[src/rtl/tt_sweep_reader.sv]
// Sweeps all 2^N_IN input vectors into an attached gate and captures its output as a truth table.
// Optional reference compare against EXPECTED is built when TT_SWEEP_COMPARE_EN is defined.
module tt_sweep_reader #(
  parameter int unsigned          N_IN     = 4,
  parameter int unsigned          SETTLE   = 2,
  parameter logic [(2**N_IN)-1:0] EXPECTED = 16'h616A
) (
  input  logic                   clk,
  input  logic                   rst_n,
  input  logic                   start,
  output logic [N_IN-1:0]        stim,
  input  logic                   dut_out,
  output logic                   busy,
  output logic                   done,
  output logic [(2**N_IN)-1:0]   tt,
  output logic                   match,
  output logic [N_IN-1:0]        first_err
);

  localparam int unsigned     W        = 2**N_IN;
  localparam logic [N_IN-1:0] LastIdx  = {N_IN{1'b1}};
  localparam logic [3:0]      SettleLd = 4'(SETTLE);

  typedef enum logic [1:0] {StIdle, StSweep, StDone} state_e;

  state_e          state_q, state_d;
  logic [N_IN-1:0] stim_q, stim_d;
  logic [3:0]      cnt_q, cnt_d;
  logic [W-1:0]    tt_q, tt_d;
  logic            clear, sample, last;

  always_comb begin
    state_d = state_q;
    stim_d  = stim_q;
    cnt_d   = cnt_q;
    tt_d    = tt_q;
    clear   = 1'b0;
    sample  = 1'b0;
    last    = 1'b0;
    unique case (state_q)
      StIdle: begin
        if (start) begin
          state_d = StSweep;
          stim_d  = '0;
          cnt_d   = SettleLd;
          tt_d    = '0;
          clear   = 1'b1;
        end
      end
      StSweep: begin
        if (cnt_q != 4'd0) begin
          cnt_d = cnt_q - 4'd1;
        end else begin
          sample       = 1'b1;
          tt_d[stim_q] = dut_out;
          if (stim_q != LastIdx) begin
            stim_d = stim_q + N_IN'(1);
            cnt_d  = SettleLd;
          end else begin
            // Park the vector at 0 for the DONE cycle and idle.
            stim_d  = '0;
            last    = 1'b1;
            state_d = StDone;
          end
        end
      end
      StDone:  state_d = StIdle;
      default: state_d = StIdle;
    endcase
  end

  always_ff @(posedge clk or negedge rst_n) begin
    if (!rst_n) begin
      state_q <= StIdle;
      stim_q  <= '0;
      cnt_q   <= '0;
      tt_q    <= '0;
    end else begin
      state_q <= state_d;
      stim_q  <= stim_d;
      cnt_q   <= cnt_d;
      tt_q    <= tt_d;
    end
  end

  assign stim = stim_q;
  assign tt   = tt_q;
  assign busy = (state_q == StSweep);
  assign done = (state_q == StDone);

`ifdef TT_SWEEP_COMPARE_EN
  logic            err_seen_q, err_seen_d;
  logic            match_q, match_d;
  logic [N_IN-1:0] first_err_q, first_err_d;
  logic            mismatch;

  assign mismatch = sample && (dut_out != EXPECTED[stim_q]);

  always_comb begin
    err_seen_d  = err_seen_q;
    match_d     = match_q;
    first_err_d = first_err_q;
    if (clear) begin
      err_seen_d  = 1'b0;
      match_d     = 1'b0;
      first_err_d = '0;
    end
    // Only the lowest failing index is kept.
    if (mismatch && !err_seen_q) begin
      err_seen_d  = 1'b1;
      first_err_d = stim_q;
    end
    if (last) begin
      match_d = !(err_seen_q || mismatch);
    end
  end

  always_ff @(posedge clk or negedge rst_n) begin
    if (!rst_n) begin
      err_seen_q  <= 1'b0;
      match_q     <= 1'b0;
      first_err_q <= '0;
    end else begin
      err_seen_q  <= err_seen_d;
      match_q     <= match_d;
      first_err_q <= first_err_d;
    end
  end

  assign match     = match_q;
  assign first_err = first_err_q;
`else
  logic unused_expected;
  assign unused_expected = ^{EXPECTED, sample, last, clear};
  assign match           = 1'b0;
  assign first_err       = '0;
`endif

endmodule

[config.mk]
export PLATFORM = sky130hd
export DESIGN_NAME = tt_sweep_reader
export DESIGN_NICKNAME = d
export VERILOG_FILES = /design/src/rtl/tt_sweep_reader.sv
export SDC_FILE = /design/constraint.sdc
export NUM_CORES = 1
export LEC_CHECK = 0
export ABC_AREA = 1
export CAP_MARGIN = 20
export CORE_MARGIN = 3
export CORE_UTILIZATION = 50
export CTS_CLUSTER_DIAMETER = 40
export DETAILED_ROUTE_END_ITERATION = 8
export PLACE_DENSITY = 0.81
export SKIP_LAST_GASP = 1
export SLEW_MARGIN = 20
export SYNTH_ARGS = -nofsm -noshare
export SYNTH_HDL_FRONTEND = slang
export SYNTH_SLANG_ARGS = --single-unit
[constraint.sdc]
create_clock -name clk -period 2.4 [get_ports clk]
set_input_delay 0.6 -clock clk [delete_from_list [all_inputs] [get_ports clk]]
set_output_delay 0.6 -clock clk [all_outputs]
set_load 0.01 [all_outputs]
After elaboration in Yosys (flattened, before gate mapping)
Cells that the tools add are included.

storage, ports and cells
  logic and storage cells = 40
  register bits = 26
  bits of input ports = 4
  memory bits (read-only) = 0
  bits in latches = 0
  output and inout port bits = 27
  memories = 0
  memory bits (writable) = 0

cells by class
  equal/unequal tests = 7
  shift operators = 0
  bitwise operators = 0
  add/sub/neg operators = 2
  div/mod/pow operators = 0
  reductions and logical operators = 7
  magnitude comparators = 2
  multipliers = 0
  multiplexer cells = 18

operators with widths
  operator                                                                       count
  16-bit two-way mux                                                             2
  16-bit one-hot mux with 2 select lines                                         1
  4-bit two-way mux                                                              6
  16-bit bitwise mux                                                             1
  4-bit one-hot mux with 2 select lines                                          2
  3-bit AND reduction                                                            3
  2-bit two-way mux                                                              3
  2-bit inequality test (second input constant)                                  3
  4-bit by 5-bit less-than comparator with 1-bit output (second input constant)  1
  4-bit by 1-bit adder with 4-bit output (second input constant)                 1
  1-bit demux with 4-bit select                                                  1
  4-bit by 1-bit >= comparator with 1-bit output (second input constant)         1
  4-bit inequality test (second input constant)                                  1
  2-bit one-hot mux with 2 select lines                                          1
  4-bit nonzero test                                                             1
  4-bit by 1-bit subtractor with 4-bit output (second input constant)            1
  3-bit by 1-bit inequality test with 1-bit output (second input constant)       1
  2-bit by 1-bit equality test with 1-bit output (second input constant)         1
  2-bit equality test (second input constant)                                    1
  2-bit logical NOT                                                              1
  2-bit nonzero test                                                             1
  1-bit logical AND                                                              1
  1-bit two-way mux                                                              1

Longest topological paths before layout
Gate-level depths: netlist of run 1.

  depth in word-level cells = 7
  depth in mapped cells = 8
  gate-level depth less buffers = 8

Worst setup path before layout of run 1
No wires, ideal clock.

  path type = reg-to-output
  from = register state_q[0]
  to = output busy
  data required time = 1.800 ns
  path slack = 1.043 ns
  data arrival time = 0.757 ns
  buffers on the path = 1
  cell stages (with the launch flop) = 4
  cell sequence = dfrtp_1 -> inv_2 -> nor2_4 -> buf_2

between the ends
  cells in the longest elaborated chain, start to end = 1

ends and longest elaborated chain
  item                                            line  RTL
  start, declared                                 26    state_e state_q, state_d;
  start signal, assigned                          74    state_q <= StIdle;
  start signal, assigned                          79    state_q <= state_d;
  2-bit by 1-bit equality test with 1-bit output  88    assign busy = (state_q == StSweep);
  end, declared                                   13    output logic busy,

Every way passes these cells.

Worst setup path after layout of run 1
  from = register state_q[1]
  to = output done

between the ends
  cells in the longest elaborated chain, start to end = 1

ends and longest elaborated chain
  item                 line  RTL
  2-bit equality test  89    assign done = (state_q == StDone);
  end, declared        14    output logic done,

Every way passes these cells.

==> results of run 1 <==
-- worst min-delay path, cell delays in order, from the launching register on --
cell     delay (ns)
dfrtp_1        0.37
nand2_1        0.05
nand2_1        0.05
-- report_power, final --
part | switching, mW | internal [mW] | leakage [nW]
Sequential | 0.00558 | 0.448 | 0.321
Clock | 0.121 | 0.0588 | 0.0138
Combinational | 0.0312 | 0.0284 | 0.620
Total | 0.158 | 0.536 | 0.955
-- per-layer routing --
| layer | wire length (um) | share of wire (%) | global-route usage, % | vias to the layer above |
|---|---|---|---|---|
| met5 | 0 | 0 | 0 | - |
| met4 | 43 | 1.4 | 6.36 | 0 |
| met3 | 117 | 3.8 | 2.48 | 5 |
| met2 | 1400 | 45 | 30.6 | 31 |
| li1 | - | - | - | 714 |
| met1 | 1530 | 49 | 24.5 | 593 |
-- registers in the layout, summed over array words and instances, names as in the netlist --
| register | flops |
|---|---|
| state_q | 2 |
| stim | 4 |
| tt | 16 |
| cnt_q | 4 |
-- synthesized netlist by cell type (all sizes together) --
library cell and count:
buf 12, clkbuf 1, conb 1, dfrtp 26, ha 6, inv 18, nand2 88, nand3 12
nand4 11, nor2 17, nor3 4, o21a 1, o21ai 15, xnor2 1, xor2 1
-- how the worst max path moves through the flow --
stage | from | to | slack [ns] | cells after the start
after floorplan | state_q[0] | busy | 1.04 | 3
after global placement | start | tt[9] | 0.35 | 6
after detailed placement | start | tt[1] | 0.29 | 6
after CTS | state_q[1] | done | 0.32 | 3
after global routing | state_q[1] | done | 0.27 | 3
final | state_q[1] | done | 0.35 | 3
-- layout make-up --
cell class,instances,area (um2)
inverter,18,67.6
multi-input combinational,161,764
tap,42,52.6
fill,288,1050
clock buffer,3,22.5
timing repair buffer,27,265
sequential,26,651
-- kinds of logic (layout without fill, tap and decap cells) --
| logic type | count (synthesis) | after routing | synth area share (%) |
|---|---|---|---|
| other | 1 | 5 | 0.239 |
| adders and majority gates | 6 | 6 | 4.79 |
| AOI/OAI and AO/OA | 16 | 16 | 5.27 |
| xor gates and xnor gates | 2 | 2 | 1.12 |
| and+or+nand+nor | 132 | 132 | 36.4 |
| DFF | 26 | 26 | 41.5 |
| buffers and inverters | 31 | 48 | 10.6 |
==> out/metrics.yaml, run 1 <==
run:
  max_cap_violations: 0
routing:
  detail_route.wirelength_um: 3090
  route.detailed.drc: 0
  route.vias.total: 1343
  detail_route.wl_per_cell_um: 11.1
  firstDrtPassIters: 4
  route.antenna.remaining_nets: 0
  drtIter0Drc: 63
  viasPerCell: 4.85
synthesis:
  synth_cells: 214
  synth_area_leader_cell: "dfrtp_1"
  synth_seq_cells: 26
  syn_area_per_cell_um2: 7.32
  yosys.cell_types.count: 22
  post_synth_instance_area_mm2: 0.00157
  netlist_top_cells_area: "dfrtp_1 42%, nand2_1 21%, ha_1 4.8%"
  number_of_warnings_issued_by_yosys: 0
  netlist.area_leader.share_pct: 41.5
  seq_area_frac_synth_pct: 41.5
floorplan:
  core_area_mm2: 0.00288
  starting_density_of_the_core_pct: 54.5
  floorplan.rows: 19
  fp.dieW_um: 62.0
  die_area_mm2: 0.00384
  die_y_um: 62.0
  io-pin-count: 31
timing:
  maxClockFrequency_mhz: 488
  maxSlewHeadroom_pct: 62.8
  final_min_period_over_clock_period_pct: 85.4
  slew_violations: 0
  finalSetupTns_ns: 0
  transition_at_the_pin_with_the_smallest_max_transition_slack_ns: 0.556
  finalHoldWorstSlack_ns: 0.495
  number_of_setup_violations_in_the_final_report: 0
  final_critical_path_setup_slack_ns: 0.351
  hold_viol_final: 0
  rsz0062_at_grt: "false"
  period_needed_ns: 2.05
  fin_skew_ns: 0.00355
placement:
  io_buffers: 25
  dp.cells: 274
  gp_congestion: 0.774
  dpl.hpwl_um: 2210
  detailed_place.area_mm2: 0.00180
  post_place_worst_slack_ns: 0.290
final_layout:
  layout.cells.non_filler: 277
  final_layout_size_suffix_gt1_share_pct: 5.11
  antenna_cells_inserted: 0
  num-nets-final: 247
  final_design_area_no_fill_mm2: 0.00182
  post-route-util_pct: 63.4
  final_cell_mix: "87 x nand2_1, 26 x dfrtp_1, 25 x clkdlybuf4s50_1, 16 x inv_1, 15 x nor2_1"
  layout.cells.most_common: "nand2_1"
  area_growth_syn_to_layout_pct: 16.4
setup_path:
  critPathMaxStageDelay_ns: 0.54
  top_cell_family_by_delay_on_the_critical_path: "buffers and inverters"
  critical_path_arrival_ns: 1.45
  crit-reg2reg-launch: "state_q[0]"
  critical_path.slowest_cell: "clkdlybuf4s50_1"
  largest_fanout_on_the_critical_path: 4
  critical_path_buf_inv_count: 2
  timing.critical_path.required_ns: 1.80
  criticalPathCategory: "reg -> out"
  worstSetupEndpointType: "output pin"
  setup.reg_to_reg.worst_slack_ns: 0.58
  crit_path_cell_trace: "inv_1 > nor2_1 > clkdlybuf4s50_1"
  cp-start-kind: "register"
  worst_r2r_endpoint: "tt[5]"
  worst-r2r-cell-count: 8
grt:
  grt_pass1_vias: 1255
  gr-usage-all-layers_pct: 18.4
  first_pass_grt_wire_length_um: 5280
  grt_antenna_before_repair: 0
  grt-ovfl-total: 0
  grt_start_max_net_pins: 34
power_and_ir_drop:
  vdd_ir_drop_max_mv: 0.203
  leakagePower_nw: 0.955
  power.density_mw_per_mm2: 380
  total_power_mw: 0.694
clock_network:
  clk_root_buffer_cell: "clkbuf_4"
  cts.repair.resized: 0
  cts_setup_buffers: 0
  h-tree-depth: 1
  ctsHoldBuffers: 0
  clkSinkCount: 26
  worst_skew_pair.late_latency_ns: 0.32
  clockBufferDepth: 2
  tritoncts: "built"
  clk_transition_reported_paths_ns: 0.13
  cts_buffers: 3
worst_hold_path:
  hold-path-endpoint: "tt[11]"
  hold_depth: 2
  worst_hold_path_type: "reg -> reg"
  hold_path_origin: "tt[11]"
run_status:
  outcome: "finished clean"
Note: power is estimated with default switching activity, not from simulation.
==> run 2: changes to the inputs <==
--- a/config.mk
+++ b/config.mk
@@ -13,7 +13,6 @@
 export DETAILED_ROUTE_END_ITERATION = 8
 export PLACE_DENSITY = 0.81
 export SKIP_LAST_GASP = 1
-export SLEW_MARGIN = 20
 export SYNTH_ARGS = -nofsm -noshare
 export SYNTH_HDL_FRONTEND = slang
 export SYNTH_SLANG_ARGS = --single-unit
==> results of run 2 <==
The final DEF is identical to that of run 1; final timing and power are the same.
==> run 3: changes to the inputs <==
--- a/config.mk
+++ b/config.mk
@@ -7,11 +7,11 @@
 export LEC_CHECK = 0
 export ABC_AREA = 1
 export CAP_MARGIN = 20
-export CORE_MARGIN = 3
-export CORE_UTILIZATION = 50
+export CORE_MARGIN = 2
+export CORE_UTILIZATION = 55
 export CTS_CLUSTER_DIAMETER = 40
 export DETAILED_ROUTE_END_ITERATION = 8
-export PLACE_DENSITY = 0.81
+export PLACE_DENSITY = 0.87
 export SKIP_LAST_GASP = 1
 export SYNTH_ARGS = -nofsm -noshare
 export SYNTH_HDL_FRONTEND = slang
==> out/metrics.yaml, run 3 (synthesis results as in run 1) <==
clock_network:
  cts.repair.resized: 0  # unchanged
  clockBufferDepth: 2  # unchanged
  clk_transition_reported_paths_ns: 0.14  # was 0.13 ns
  tritoncts: "built"  # unchanged
  cts_buffers: 3  # unchanged
  clkSinkCount: 26  # unchanged
  worst_skew_pair.late_latency_ns: 0.33  # was 0.32 ns
  cts_setup_buffers: 0  # unchanged
  clk_root_buffer_cell: "clkbuf_4"  # unchanged
  h-tree-depth: 1  # unchanged
  ctsHoldBuffers: 0  # unchanged
placement:
  dpl.hpwl_um: 2240  # was 2210 um
  post_place_worst_slack_ns: 0.331  # was 0.290 ns
  io_buffers: 25  # unchanged
  detailed_place.area_mm2: 0.00179  # was 0.00180 mm2
  gp_congestion: 0.889  # was 0.774
timing:
  slew_violations: 0  # unchanged
  final_min_period_over_clock_period_pct: 86.9  # was 85.4%
  transition_at_the_pin_with_the_smallest_max_transition_slack_ns: 0.517  # was 0.556 ns
  rsz0062_at_grt: "false"  # unchanged
  period_needed_ns: 2.08  # was 2.05 ns
  maxClockFrequency_mhz: 480  # was 488 MHz
  final_critical_path_setup_slack_ns: 0.315  # was 0.351 ns
  fin_skew_ns: 0.00739  # was 0.00355 ns
  hold_viol_final: 0  # unchanged
  maxSlewHeadroom_pct: 65.4  # was 62.8%
  finalSetupTns_ns: 0  # unchanged
  number_of_setup_violations_in_the_final_report: 0  # unchanged
grt:
  globalRoute.busiestLayer: "met2"  # unchanged
  grt.met1_usage_pct: 28.2  # was 24.5%
  grt_antenna_before_repair: 0  # unchanged
  gr-usage-all-layers_pct: 21.2  # was 18.4%
  met3_usage_pct: 2.95  # was 2.48%
  grt_pass1_vias: 1303  # was 1255
  use_met2_pct: 35.1  # was 30.6%
  first_pass_grt_wire_length_um: 5540  # was 5280 um
  grt_start_max_net_pins: 34  # unchanged
  grt-ovfl-total: 0  # unchanged
setup_path:
  top_cell_family_by_delay_on_the_critical_path: "buffers and inverters"  # unchanged
  largest_fanout_on_the_critical_path: 4  # unchanged
  crit_path_cell_trace: "inv_2 > nor2_4 > clkdlybuf4s50_1"  # was inv_1 > nor2_1 > clkdlybuf4s50_1
  worstSetupEndpointType: "output pin"  # unchanged
  timing.critical_path.required_ns: 1.80  # about the same
  criticalPathCategory: "reg -> out"  # unchanged
  critPathMaxStageDelay_ns: 0.55  # was 0.54 ns
  critical_path_buf_inv_count: 2  # unchanged
  critical_path.slowest_cell: "clkdlybuf4s50_1"  # unchanged
  critical_path_arrival_ns: 1.48  # was 1.45 ns
  cp-start-kind: "register"  # unchanged
floorplan:
  die_y_um: 57.4  # was 62.0 um
  starting_density_of_the_core_pct: 57.3  # was 54.5%
  fp.dieW_um: 57.4  # was 62.0 um
  io-pin-count: 31  # unchanged
  die_area_mm2: 0.00329  # was 0.00384 mm2
  floorplan.rows: 19  # unchanged
  core_area_mm2: 0.00273  # was 0.00288 mm2
routing:
  drtIter0Drc: 40  # was 63
  detail_route.wirelength_um: 3040  # was 3090 um
  detail_route.wl_per_cell_um: 11.4  # was 11.1 um
  viasPerCell: 5.17  # was 4.85
  route.vias.total: 1385  # was 1343
  route.antenna.remaining_nets: 0  # unchanged
  route.detailed.drc: 0  # unchanged
  firstDrtPassIters: 4  # unchanged
final_layout:
  final_design_area_no_fill_mm2: 0.00183  # was 0.00182 mm2
  nFillCells: 228  # was 288
  final_cell_mix: "87 x nand2_1, 26 x dfrtp_1, 25 x clkdlybuf4s50_1, 16 x inv_1, 15 x nor2_1"  # unchanged
  num-nets-final: 248  # was 247
  final_layout_size_suffix_gt1_share_pct: 5.91  # was 5.11%
  largest_reg_flops: 16  # unchanged
  area_growth_syn_to_layout_pct: 16.9  # was 16.4%
  antenna_cells_inserted: 0  # unchanged
  layout.cells.most_common: "nand2_1"  # unchanged
  register_area_um2: 651  # unchanged
  multiInputGateArea_um2: 764  # unchanged
worst_hold_path:
  worst_hold_path_type: "reg -> reg"  # unchanged
power_and_ir_drop:
  total_power_mw: 0.737  # was 0.694 mW
  vdd_ir_drop_max_mv: 0.369  # was 0.203 mV
  leakagePower_nw: 0.967  # was 0.955 nW
  power.density_mw_per_mm2: 403  # was 380 mW/mm2
run:
  max_cap_violations: 0  # unchanged
run_status:
  outcome: "finished clean"  # unchanged
==> run 3: area by class of cell <==
type | instances | area share [%]
clock buffer | 4 | 1.98
inverter | 18 | 3.69
tap | 31 | 2.12
sequential | 26 | 35.5
timing repair buffer | 28 | 14.9
multi-input combinational | 161 | 41.8
==> run 3: report_power, final <==
part / internal, mW / total [mW] / switching (mW)
combinational: 0.0284 / 0.0589 / 0.0305
clock: 0.0929 / 0.224 / 0.131
sequential: 0.448 / 0.454 / 0.00552
total: 0.570 / 0.737 / 0.167
==> run 3: final timing paths <==
| kind | to | slack [ns] | startpoint | depth (start not counted) |
|---|---|---|---|---|
| worst max-delay path | busy | 0.32 | state_q[0] | 3 |
| worst min-delay path | tt[9] | 0.49 | tt[9] | 2 |
| worst max register to register | tt[5] | 0.74 | state_q[0] | 8 |
| worst min register to register | tt[9] | 0.49 | tt[9] | 2 |
| max in group asynchronous | tt[0] | 1.53 | rst_n | 2 |
| min in group asynchronous | stim[3] | 0.62 | rst_n | 2 |
==> run 3: per-stage QoR <==
stage          utilization [%]  instances  hold slack (ns)
2_1_floorplan                -        218            0.304
3_3_place_gp              65.6        264            0.463
3_5_place_dp              65.6        264            0.468
4_1_cts                   67.0        268            0.501
5_1_grt                   67.0        268            0.511
6_report                  67.0        268            0.494
==> run 3: per-layer routing <==
layer	part of all wire, %	vias to the layer above	wire length (um)
li1	-	714	-
met1	46	626	1400
met2	48	36	1450
met3	4.1	9	126
met4	2.3	0	70
met5	0	-	0
==> run 3: worst min-delay path: stages, from the launching register on <==
cell	delay (ns)
dfrtp_1	0.37
nand2_1	0.05
nand2_1	0.06
